==> src/rtl/pipe_hazard_ctrl_if.sv <==
// ============================================================================
// Module      : pipe_hazard_ctrl_if
// Description : Hazard-info / pipeline-control bundle between datapath and
//               pipe_hazard_ctrl. Optional statistics signals: PIPE_STATS_EN.
// Revision    : 1.0 - initial release
// ============================================================================
`default_nettype none

interface pipe_hazard_ctrl_if #(
    parameter int REG_BITS = 5
);
    logic [REG_BITS-1:0] fd_rs1;
    logic [REG_BITS-1:0] fd_rs2;
    logic                fd_uses_rs2;
    logic                dx_is_load;
    logic [REG_BITS-1:0] dx_rd;
    logic                branch_taken;
    logic                md_start;
    logic                md_ready;
    logic                pc_en;
    logic                fd_en;
    logic                fd_clr;
    logic                dx_en;
    logic                dx_clr;
    logic                xm_clr;
    logic                md_go;
    logic                md_err;
`ifdef PIPE_STATS_EN
    logic [31:0]         stall_cnt;
    logic [15:0]         flush_cnt;
`endif

    // master: datapath side, slave: the controller
    modport master (
        output fd_rs1, fd_rs2, fd_uses_rs2, dx_is_load, dx_rd,
               branch_taken, md_start, md_ready,
        input  pc_en, fd_en, fd_clr, dx_en, dx_clr, xm_clr, md_go, md_err
`ifdef PIPE_STATS_EN
        , input stall_cnt, flush_cnt
`endif
    );

    modport slave (
        input  fd_rs1, fd_rs2, fd_uses_rs2, dx_is_load, dx_rd,
               branch_taken, md_start, md_ready,
        output pc_en, fd_en, fd_clr, dx_en, dx_clr, xm_clr, md_go, md_err
`ifdef PIPE_STATS_EN
        , output stall_cnt, flush_cnt
`endif
    );
endinterface

`default_nettype wire

==> src/rtl/pipe_hazard_ctrl.sv <==
// ============================================================================
// Module      : pipe_hazard_ctrl
// Description : 5-stage pipeline stall/flush controller with multdiv wait FSM
//               and watchdog. Optional counters enabled by PIPE_STATS_EN.
// Revision    : 1.0 - initial release
// ============================================================================
`default_nettype none

module pipe_hazard_ctrl #(
    parameter int REG_BITS      = 5,
    parameter int MD_MAX_CYCLES = 64,
    parameter int CNT_W         = 7
) (
    input  wire                  clk,
    input  wire                  reset,
    pipe_hazard_ctrl_if.slave    bus
);

    typedef enum logic [0:0] {
        ST_RUN    = 1'b0,
        ST_MDWAIT = 1'b1
    } state_t;

    localparam logic [REG_BITS-1:0] c_reg_zero = {REG_BITS{1'b0}};
    localparam logic [CNT_W-1:0]    c_wd_last  = CNT_W'(MD_MAX_CYCLES - 1);

    state_t             r_state;
    logic [CNT_W-1:0]   r_wd;
    logic               r_md_err;

    logic w_load_use;
    logic w_timeout;
    logic w_pc_en, w_fd_en, w_fd_clr, w_dx_en, w_dx_clr, w_xm_clr, w_md_go;

    assign w_load_use = bus.dx_is_load && (bus.dx_rd != c_reg_zero) &&
                        ((bus.fd_rs1 == bus.dx_rd) ||
                         (bus.fd_uses_rs2 && (bus.fd_rs2 == bus.dx_rd)));
    assign w_timeout  = (r_wd == c_wd_last);

    always_comb begin
        w_pc_en  = 1'b1;
        w_fd_en  = 1'b1;
        w_fd_clr = 1'b0;
        w_dx_en  = 1'b1;
        w_dx_clr = 1'b0;
        w_xm_clr = 1'b0;
        w_md_go  = 1'b0;
        if (reset) begin
            w_pc_en  = 1'b0;
            w_fd_en  = 1'b0;
            w_fd_clr = 1'b1;
            w_dx_en  = 1'b0;
            w_dx_clr = 1'b1;
            w_xm_clr = 1'b1;
        end else begin
            case (r_state)
                ST_RUN: begin
                    if (bus.branch_taken) begin
                        w_fd_clr = 1'b1;
                        w_dx_clr = 1'b1;
                    end else if (bus.md_start) begin
                        w_md_go  = 1'b1;
                        w_pc_en  = 1'b0;
                        w_fd_en  = 1'b0;
                        w_dx_en  = 1'b0;
                        w_xm_clr = 1'b1;
                    end else if (w_load_use) begin
                        w_pc_en  = 1'b0;
                        w_fd_en  = 1'b0;
                        w_dx_clr = 1'b1;
                    end
                end
                ST_MDWAIT: begin
                    // A watchdog expiry releases the pipe exactly like md_ready
                    if (!bus.md_ready && !w_timeout) begin
                        w_pc_en  = 1'b0;
                        w_fd_en  = 1'b0;
                        w_dx_en  = 1'b0;
                        w_xm_clr = 1'b1;
                    end
                end
                default: ;
            endcase
        end
    end

    always_ff @(posedge clk) begin
        if (reset) begin
            r_state  <= ST_RUN;
            r_wd     <= '0;
            r_md_err <= 1'b0;
        end else begin
            case (r_state)
                ST_RUN: begin
                    if (!bus.branch_taken && bus.md_start) begin
                        r_state <= ST_MDWAIT;
                        r_wd    <= '0;
                    end
                end
                ST_MDWAIT: begin
                    if (bus.md_ready) begin
                        r_state <= ST_RUN;
                    end else if (w_timeout) begin
                        r_state  <= ST_RUN;
                        r_md_err <= 1'b1;
                    end else begin
                        r_wd <= r_wd + 1'b1;
                    end
                end
                default: r_state <= ST_RUN;
            endcase
        end
    end

    assign bus.pc_en  = w_pc_en;
    assign bus.fd_en  = w_fd_en;
    assign bus.fd_clr = w_fd_clr;
    assign bus.dx_en  = w_dx_en;
    assign bus.dx_clr = w_dx_clr;
    assign bus.xm_clr = w_xm_clr;
    assign bus.md_go  = w_md_go;
    assign bus.md_err = r_md_err;

`ifdef PIPE_STATS_EN
    logic [31:0] r_stall_cnt;
    logic [15:0] r_flush_cnt;

    always_ff @(posedge clk) begin
        if (reset) begin
            r_stall_cnt <= '0;
            r_flush_cnt <= '0;
        end else begin
            if (!w_pc_en) begin
                r_stall_cnt <= r_stall_cnt + 32'd1;
            end
            if ((r_state == ST_RUN) && bus.branch_taken) begin
                r_flush_cnt <= r_flush_cnt + 16'd1;
            end
        end
    end

    assign bus.stall_cnt = r_stall_cnt;
    assign bus.flush_cnt = r_flush_cnt;
`endif

endmodule

`default_nettype wire

==> src/flat_wrapper.sv <==
// flat-port wrapper written by rule: the top's interface ports become plain ports
module pipe_hazard_ctrl_flat 
#(
    parameter int REG_BITS      = 5,
    parameter int MD_MAX_CYCLES = 64,
    parameter int CNT_W         = 7
)
  (clk, reset, bus_fd_rs1, bus_fd_rs2, bus_fd_uses_rs2, bus_dx_is_load, bus_dx_rd, bus_branch_taken, bus_md_start, bus_md_ready, bus_pc_en, bus_fd_en, bus_fd_clr, bus_dx_en, bus_dx_clr, bus_xm_clr, bus_md_go, bus_md_err);
  pipe_hazard_ctrl_if #(.REG_BITS(REG_BITS)) bus_i ();
  input  wire clk;
  input  wire reset;
  input wire logic [$bits(bus_i.fd_rs1)-1:0] bus_fd_rs1;
  input wire logic [$bits(bus_i.fd_rs2)-1:0] bus_fd_rs2;
  input wire logic [$bits(bus_i.fd_uses_rs2)-1:0] bus_fd_uses_rs2;
  input wire logic [$bits(bus_i.dx_is_load)-1:0] bus_dx_is_load;
  input wire logic [$bits(bus_i.dx_rd)-1:0] bus_dx_rd;
  input wire logic [$bits(bus_i.branch_taken)-1:0] bus_branch_taken;
  input wire logic [$bits(bus_i.md_start)-1:0] bus_md_start;
  input wire logic [$bits(bus_i.md_ready)-1:0] bus_md_ready;
  output wire logic [$bits(bus_i.pc_en)-1:0] bus_pc_en;
  output wire logic [$bits(bus_i.fd_en)-1:0] bus_fd_en;
  output wire logic [$bits(bus_i.fd_clr)-1:0] bus_fd_clr;
  output wire logic [$bits(bus_i.dx_en)-1:0] bus_dx_en;
  output wire logic [$bits(bus_i.dx_clr)-1:0] bus_dx_clr;
  output wire logic [$bits(bus_i.xm_clr)-1:0] bus_xm_clr;
  output wire logic [$bits(bus_i.md_go)-1:0] bus_md_go;
  output wire logic [$bits(bus_i.md_err)-1:0] bus_md_err;
  assign bus_i.fd_rs1 = bus_fd_rs1;
  assign bus_i.fd_rs2 = bus_fd_rs2;
  assign bus_i.fd_uses_rs2 = bus_fd_uses_rs2;
  assign bus_i.dx_is_load = bus_dx_is_load;
  assign bus_i.dx_rd = bus_dx_rd;
  assign bus_i.branch_taken = bus_branch_taken;
  assign bus_i.md_start = bus_md_start;
  assign bus_i.md_ready = bus_md_ready;
  assign bus_pc_en = bus_i.pc_en;
  assign bus_fd_en = bus_i.fd_en;
  assign bus_fd_clr = bus_i.fd_clr;
  assign bus_dx_en = bus_i.dx_en;
  assign bus_dx_clr = bus_i.dx_clr;
  assign bus_xm_clr = bus_i.xm_clr;
  assign bus_md_go = bus_i.md_go;
  assign bus_md_err = bus_i.md_err;
  pipe_hazard_ctrl #(.REG_BITS(REG_BITS), .MD_MAX_CYCLES(MD_MAX_CYCLES), .CNT_W(CNT_W)) u_core (.clk(clk), .reset(reset), .bus(bus_i));
endmodule
==> config.mk <==
export PLATFORM = sky130hd
export DESIGN_NAME = pipe_hazard_ctrl_flat
export DESIGN_NICKNAME = d
export VERILOG_FILES = /design/src/rtl/pipe_hazard_ctrl_if.sv /design/src/rtl/pipe_hazard_ctrl.sv /design/src/flat_wrapper.sv
export SDC_FILE = /design/constraint.sdc
export NUM_CORES = 1
export LEC_CHECK = 0
export CORE_MARGIN = 5
export CORE_UTILIZATION = 43
export CTS_CLUSTER_DIAMETER = 150
export CTS_CLUSTER_SIZE = 10
export DETAILED_ROUTE_END_ITERATION = 7
export PLACE_DENSITY = 0.78
export SYNTH_ARGS = -nofsm -noshare
export SYNTH_HDL_FRONTEND = slang
export SYNTH_SLANG_ARGS = --single-unit
==> constraint.sdc <==
create_clock -name clk -period 3.2 [get_ports clk]
set_input_delay 0.64 -clock clk [delete_from_list [all_inputs] [get_ports clk]]
set_output_delay 0.64 -clock clk [all_outputs]
set_load 0.1 [all_outputs]
After elaboration in Yosys (flattened, before gate mapping)
Cells that the tools add are included.
Operators by class
  reduce and logical (&&, ||, !) cells: 12
  add/subtract/negate cells: 1
  magnitude comparators: 0
  bitwise logic cells: 2
  divide/modulo/power cells: 0
  muxes and demuxes: 33
  shift operators: 0
  multipliers: 0
  equality and inequality tests: 6
Operator list (count)
  2-to-1 mux 1 bit: 25
  2-to-1 mux 7 bit: 3
  one-hot mux 7 bit (2 select lines): 1
  == test 5 bit: 2
  one-hot mux 1 bit (2 select lines): 4
  adder 7 x 1 -> 7 bit (second input constant): 1
  == test 7 x 6 -> 1 bit (second input constant): 1
  AND reduction 3 bit: 2
  logical AND 1 bit: 5
  nonzero test 5 bit: 1
  != test 2 bit (second input constant): 2
  zero test 1 bit: 3
  != test 2 x 1 -> 1 bit (second input constant): 1
  inverter 1 bit: 2
  logical OR 1 bit: 1
Word-level totals
  bits in writable memories: 0
  memory bits (read-only): 0
  input port bits: 22
  output and inout port bits: 8
  memories: 0
  word-level logic and storage cells: 57
  bits in latches: 0
  flip-flop bits (word level): 9

Longest topological paths before layout
Gate-level depths: netlist of the first run.
  depth after elaboration: 9
  gate-level depth with buffers: 6
  depth with buffers taken out: 5

Worst setup path after synthesis of the first run
No wires, ideal clock.
  path kind: input -> output
  start point: in bus_dx_rd[4]
  end point: out bus_dx_clr
  arrival: 4.302 ns
  setup slack: -1.742 ns
  stages on the path: 4
  path through: xor2_1 > nor4_1 > a32oi_1 > o41ai_1
Between the ends
  word-level cells in the longest chain between the ends: 9
  elaborated cells on any way between the ends: 12
RTL lines
  from (decl): RTL line flat_wrapper.sv:16  | input wire logic [$bits(bus_i.dx_rd)-1:0] bus_dx_rd;
  == test 5 bit: RTL line pipe_hazard_ctrl.sv:37  | (bus.fd_uses_rs2 && (bus.fd_rs2 == bus.dx_rd)));
  logical AND 1 bit: RTL line pipe_hazard_ctrl.sv:37
  logical OR 1 bit: RTL line pipe_hazard_ctrl.sv:36  | ((bus.fd_rs1 == bus.dx_rd) ||
  logical AND 1 bit (*): RTL line pipe_hazard_ctrl.sv:35  | assign w_load_use = bus.dx_is_load && (bus.dx_rd != c_reg_zero) &&
  2-to-1 mux 1 bit (*): RTL line pipe_hazard_ctrl.sv:67  | end else if (w_load_use) begin
  2-to-1 mux 1 bit (*): RTL line pipe_hazard_ctrl.sv:61  | end else if (bus.md_start) begin
  2-to-1 mux 1 bit (*): RTL line pipe_hazard_ctrl.sv:58  | if (bus.branch_taken) begin
  2-to-1 mux 1 bit (*): RTL line pipe_hazard_ctrl.sv:56  | case (r_state)
  2-to-1 mux 1 bit (*): RTL line pipe_hazard_ctrl.sv:48  | if (reset) begin
  to (decl): RTL line flat_wrapper.sv:24  | output wire logic [$bits(bus_i.dx_clr)-1:0] bus_dx_clr;
Mark *: on every way between the ends. The rest lies on a longest branch, timed or not.

Worst setup path in the final report of the first run
  start point: in bus_dx_rd[0]
  end point: out bus_fd_en
Between the ends
  word-level cells in the longest chain between the ends: 9
  elaborated cells on any way between the ends: 12
RTL lines
  == test 5 bit: RTL line pipe_hazard_ctrl.sv:37
  logical AND 1 bit: RTL line pipe_hazard_ctrl.sv:37
  logical OR 1 bit: RTL line pipe_hazard_ctrl.sv:36
  logical AND 1 bit (*): RTL line pipe_hazard_ctrl.sv:35
  2-to-1 mux 1 bit (*): RTL line pipe_hazard_ctrl.sv:67
  2-to-1 mux 1 bit (*): RTL line pipe_hazard_ctrl.sv:61
  2-to-1 mux 1 bit (*): RTL line pipe_hazard_ctrl.sv:58
  one-hot mux 1 bit (2 select lines) (*): RTL line pipe_hazard_ctrl.sv:56
  2-to-1 mux 1 bit (*): RTL line pipe_hazard_ctrl.sv:48
  to (decl): RTL line flat_wrapper.sv:21  | output wire logic [$bits(bus_i.fd_en)-1:0] bus_fd_en;
Marks and branches as above.

==> out/results.tsv, run 1 <==
metric	value	unit
WL/cell	14.45	um
Fin Hold WS	0.4524	ns
Mapped Area	671.9	um^2
minimum clock period	3.042	ns
largest area contributor in the netlist	dfxtp_1	
Post-CTS Hold Buffers	0	
FF-to-FF setup slack	1.58	ns
Post-synth EDFFs	0	
num rows	14	
crit path DAT	2.40	ns
CP Data Required Time	2.56	ns
Critical Path End Type	primary output	
Hold WC Path Type	flip-flop to flip-flop	
Die X	49.53	um
detailed-placement wirelength estimate	1528	um
Synth Flop Type	dfxtp_1	
Syn Nets	103	
Lkg Pwr	0.4267	nW
cells after synthesis	80	
I/O Pins	30	
CTS H-Tree Depth	1	
maximum vdd drop	0.1826	mV
die area	2453	um^2
commonest cells in the netlist	9 x dfxtp_1, 9 x nor2_1, 9 x xor2_1	
vias in the first global route	759	
Setup TNS Final	0	ns
fill cell count	114	
Post-synth ARST share	0	
Die Y-Extent	49.53	um
final WL	1878	um
FMAX	328.8	MHz
WS Path Type	primary input to primary output	
port bufs	29	
HP Start	u_core.r_wd[6]	
DR vias/cell	5.462	
fin. max-slew vios	0	
Post-CTS Setup Repair Bufs	0	
sequential area share after synthesis	0.2682	
post-synth top area share	0.2682	
Routed Antenna Nets	0	
actual slew at the worst max-slew pin	0.3679	ns
first-pass GRT wire length	3180	um
Slew headroom	0.7547	
warnings from Yosys	0	
layout cells sized above 1	0.2105	
DRT iter0 DRCs	3	
Clock Pin Slew Worst Setup and Hold Paths	0.06	ns
Clock Skew	0.001723	ns
Vias	710	
RSZ-0062 raised after global routing	false	
status	completed	
CTS Root Cell	clkbuf_4	
max_cap viols	0	
CP max FO	3	
FF+latch count, synth	9	
final hold viol count	0	
Worst Hold Depth	1	
Inserted Clock Buffers	3	
Area Overhead vs Synth	65.74	%
ANT cells	0	
Initial Utilization	0.4513	
Core Region	1489	um^2
DRC Markers	0	
Reg2Reg Capture Point	u_core.r_wd[2]	
largest net degree at the start of global routing	13	
cells resized by post-CTS repair	0	
Skew-Pair Late Insertion Delay	0.27	ns
TritonCTS clock tree	built	
reg2reg start	u_core.r_wd[0]	
# setup viols final	0	
first-pass detailed-route iteration total	2	
RePlAce Congestion	0.7876	
Nets	138	
initial antenna violation count	0	
synthesized area per cell	8.399	um^2
GRT Total Usage	0.1667	
Worst R2R Path Depth	5	
Yosys cell types	31	
Synth area leaders	dfxtp_1 27%, xor2_1 12%, nor2_1 5.0%, mux2i_1 4.5%, a2111oi_4 4.1%	
endpoint of the worst hold path	u_core.r_wd[6]	
grt ovf	0	
# clock sinks	9	
fin crit share	0.9505	
pwr/cell area	321.6	nW/um^2
Worst setup SP type	primary input	
CTS Buffer Depth	2	
==> placed cells by master, fill, tap and decap left out, types with 2 or more instances in the layout <==
master	netlist	layout
mux2i_1	3	3
a21oi_1	5	5
nor2_1	9	9
nand2b_1	2	2
dfxtp_1	9	9
nand3_1	5	5
buf_12	0	7
a211oi_1	2	2
or3_1	2	2
clkdlybuf4s50_1	0	21
nand2_1	7	7
inv_1	5	5
buf_4	1	4
xor2_1	9	9
nor3_1	2	2
clkbuf_4	0	3
==> layer usage <==
| layer | wire (um) | GRT usage | vias up |
|---|---|---|---|
| met1 | 737 | 0.1670 | 322 |
| met4 | 73 | 0.1135 | 0 |
| li1 | - | - | 354 |
| met3 | 111 | 0.05120 | 9 |
| met2 | 956 | 0.2881 | 25 |
| met5 | 0 | 0 | - |
==> metrics by stage <==
step           setup slack [ns]    util  total power, mW  instance area (um^2)  std cells
2_1_floorplan            0.1320       -           0.1976                 691.9         80
3_3_place_gp             0.1517  0.7261           0.2636                  1081        126
3_5_place_dp            0.09732  0.7261           0.2660                  1081        126
4_1_cts                 0.09732  0.7437           0.3623                  1107        130
5_1_grt                 0.07252  0.7479           0.3762                  1114        130
6_report                 0.1583  0.7479           0.3582                  1114        130
==> where the power goes <==
group / switching (mW) / internal, mW / total [mW]
clock: 0.0456 / 0.0484 / 0.0940
sequential: 0.00200 / 0.113 / 0.115
combinational: 0.0840 / 0.0650 / 0.149
==> worst max path at each step <==
stage                            start         to  slack [ns]  cells past startpoint
after floorplan           bus_dx_rd[0]  bus_pc_en        0.13                      4
after global placement    bus_dx_rd[4]  bus_fd_en        0.15                      6
after detailed placement  bus_dx_rd[4]  bus_fd_en         0.1                      6
after CTS                 bus_dx_rd[4]  bus_fd_en         0.1                      6
after global routing      bus_dx_rd[0]  bus_fd_en        0.07                      6
final                     bus_dx_rd[0]  bus_fd_en        0.16                      6
==> cells by family (layout without fill, tap and decap cells) <==
group / Yosys count / after routing / share of synthesized area
and+or+nand+nor: 34 / 34 / 0.2812
buffers and inverters: 7 / 41 / 0.04469
adders and majority gates: 1 / 1 / 0.01862
xor gates and xnor gates: 10 / 10 / 0.1304
AOI/OAI and AO/OA: 16 / 16 / 0.2123
muxes: 3 / 3 / 0.04469
DFF: 9 / 9 / 0.2682
==> layout make-up <==
type / instances / area (um^2) / area share
Sequential cell: 9 / 180.2 / 0.1618
Clock buffer: 4 / 26.28 / 0.02360
Multi-Input combinational cell: 64 / 488.0 / 0.4382
Tap cell: 16 / 20.02 / 0.01798
Inverter: 5 / 18.77 / 0.01685
Timing Repair Buffer: 32 / 380.4 / 0.3416
==> state kept, by name, summed over array words and instances, names as in the netlist <==
signal / count
u_core.bus.md_err: 1
u_core.r_state: 1
u_core.r_wd: 7
==> worst max-delay path: stages <==
cell and delay [ns]:
clkdlybuf4s50_1 0.47, xor2_1 0.20, nor4_2 0.24, a32oi_1 0.19
o311a_2 0.47, buf_12 0.18
No activity file was read; power rests on OpenSTA's default activity.
==> run 2: changes to the inputs <==
Settings changed: CORE_UTILIZATION 43 to 40, PLACE_DENSITY 0.78 to 0.73.
Clock period 3.2 ns to 2.88 ns, I/O delays scaled along.
==> run 2 against run 1 <==
Critical path depth up 1. Non-clock buffer count increased by 2. Core utilization decreased by 0.20 points.
==> out/results.tsv, run 2 (same netlist as run 1, synthesis figures left out) <==
metric	value	unit	change
status	completed		
Critical Path Stages	7		+1
max_cap viols	0		unchanged
Worst setup endpoint	bus_fd_en		
commonest cells after routing, fill and taps aside	18 x clkdlybuf4s50_1, 9 x nor2_1, 9 x xor2_1, 9 x dfxtp_1		
# setup viols final	0		unchanged
CTS Root Cell	clkbuf_4		
ANT cells	0		unchanged
Setup TNS Final	0	ns	unchanged
actual slew at the worst max-slew pin	0.3495	ns	-0.01837 ns
Post-CTS Setup Repair Bufs	0		unchanged
CP cell instances	clkdlybuf4s50_1 -> buf_4 -> or4_1 -> o21ai_1 -> buf_4 -> o311a_4 -> buf_12		
reg2reg start	u_core.r_wd[0]		
critical path's slowest cell	clkdlybuf4s50_1		
RePlAce Congestion	0.7957		+1.0%
CTS Buffer Depth	2		unchanged
Die X	50.99	um	+2.9%
# clock sinks	9		unchanged
Area Overhead vs Synth	71.14	%	
first-pass GRT wire length	3084	um	-3.0%
GRT Total Usage	0.1590		-0.007643
Clock Pin Slew Worst Setup and Hold Paths	0.06	ns	about the same
Biggest register	u_core.r_wd		
Slew headroom	0.7656		+0.01084
detailed-placement wirelength estimate	1497	um	-2.0%
initial antenna violation count	0		unchanged
RSZ-0062 raised after global routing	false		
Setup crit start	bus_dx_rd[4]		
num rows	14		unchanged
die area	2599	um^2	+6.0%
max incr delay on CP	0.44	ns	-0.03 ns
layout cells sized above 1	0.2328		+0.02223
Worst setup SP type	primary input		
fin. max-slew vios	0		unchanged
DRT iter0 DRCs	20		+17
DRC Markers	0		unchanged
Inst Count DP	128		+1.6%
Vias	702		-1.1%
final WL	1808	um	-3.7%
FF-to-FF setup slack	1.28	ns	-0.30 ns
Inserted Clock Buffers	3		unchanged
Nets	140		+1.4%
final hold viol count	0		unchanged
Lkg Pwr	0.4637	nW	+8.7%
number of flip-flops in the largest register	7		unchanged
CP max FO	2		-1
CTS H-Tree Depth	1		unchanged
minimum clock period	2.792	ns	
crit path DAT	2.22	ns	-0.18 ns
DR vias/cell	5.318		-2.6%
CP most frequent cell	buf_4		
Cell Count, Final, Fillers Out	132		+1.5%
Clock Skew	0.001933	ns	+0.0002101 ns
Skew-Pair Late Insertion Delay	0.27	ns	about the same
pwr/cell area	346.3	nW/um^2	+7.7%
port bufs	29		unchanged
Critical Path End Type	primary output		
worst path buffer plus inverter count	4		+2
first-pass detailed-route iteration total	4		+2
fin crit share	0.9695		
maximum vdd drop	0.3566	mV	+95%
WS Path Type	primary input to primary output		
grt ovf	0		unchanged
cell family with most CP delay	buffers and inverters		
Core Region	1541	um^2	+3.5%
largest net degree at the start of global routing	13		unchanged
Worst R2R Path Depth	5		unchanged
fill cell count	124		+8.8%
I/O Pins	30		unchanged
CP Data Required Time	2.30	ns	-0.26 ns
Reg2Reg Capture Point	u_core.r_wd[2]		
most common cell after layout, fill and taps aside	clkdlybuf4s50_1		
FMAX	358.2	MHz	
vias in the first global route	662		-13%
TritonCTS clock tree	built		
Hold WC Path Type	flip-flop to flip-flop		
Initial Utilization	0.4359		-0.01538
WL/cell	13.70	um	-5.2%
Routed Antenna Nets	0		unchanged
Design Power	0.3982	mW	+11%
Die Y-Extent	50.99	um	+2.9%
run 2: worst min path at each step:
stage | start | endpoint | slack, ns | cells after the start
after floorplan | u_core.r_wd[6] | u_core.r_wd[6] | 0.42 | 1
after global placement | u_core.r_wd[6] | u_core.r_wd[6] | 0.43 | 1
after detailed placement | u_core.r_wd[6] | u_core.r_wd[6] | 0.44 | 1
after CTS | u_core.r_wd[6] | u_core.r_wd[6] | 0.45 | 1
after global routing | u_core.r_wd[6] | u_core.r_wd[6] | 0.47 | 1
final | u_core.r_wd[6] | u_core.r_wd[6] | 0.44 | 1
run 2: power by group:
| part | internal, mW | switching [mW] | total (mW) |
|---|---|---|---|
| registers | 0.126 | 0.00230 | 0.128 |
| clock network | 0.0536 | 0.0478 | 0.101 |
| logic | 0.0744 | 0.0943 | 0.169 |
run 2: cell type report:
class / instances / area (um^2) / area share
Inverter: 5 / 18.77 / 0.01632
Clock buffer: 4 / 26.28 / 0.02285
Tap cell: 16 / 20.02 / 0.01741
Sequential cell: 9 / 180.2 / 0.1567
Multi-Input combinational cell: 64 / 505.5 / 0.4396
Timing Repair Buffer: 34 / 399.1 / 0.3471
run 2: per-stage QoR:
| step | instance area [um^2] | setup slack [ns] | hold WS [ns] | util |
|---|---|---|---|---|
| after floorplan | 701.9 | -0.01873 | 0.4228 | - |
| after global placement | 1106 | 0.01070 | 0.4287 | 0.7175 |
| after detailed placement | 1106 | -0.02980 | 0.4362 | 0.7175 |
| after CTS | 1145 | 0.006295 | 0.4453 | 0.7427 |
| after global routing | 1150 | 0.005427 | 0.4721 | 0.7459 |
| final | 1150 | 0.08793 | 0.4411 | 0.7459 |
run 2: repair_timing:
| item | CTS | global route |
|---|---|---|
| gates resized for setup | 3 | 3 |
| hold endpoints to repair | 0 | 0 |
| pin swaps | 0 | 4 |
| hold buffers | 0 | 0 |
| endpoints found under the setup margin | 3 | 3 |
run 2: worst register-to-register path: cells and delay by family, from the launching register on:
kind	cells	cell delay [ns]
flip-flops	1	0.37
adder cells (fa/ha/maj)	1	0.30
AND/OR/NAND/NOR	1	0.15
AO/OA/AOI/OAI	3	0.72
run 2: per-layer routing:
metal,share of wire,global-route usage,up-vias,wire length [um]
li1,-,-,357,-
met1,0.41,0.2007,322,735
met2,0.52,0.2355,18,945
met3,0.054,0.06977,5,98
met4,0.016,0.06383,0,29
met5,0,0,-,0
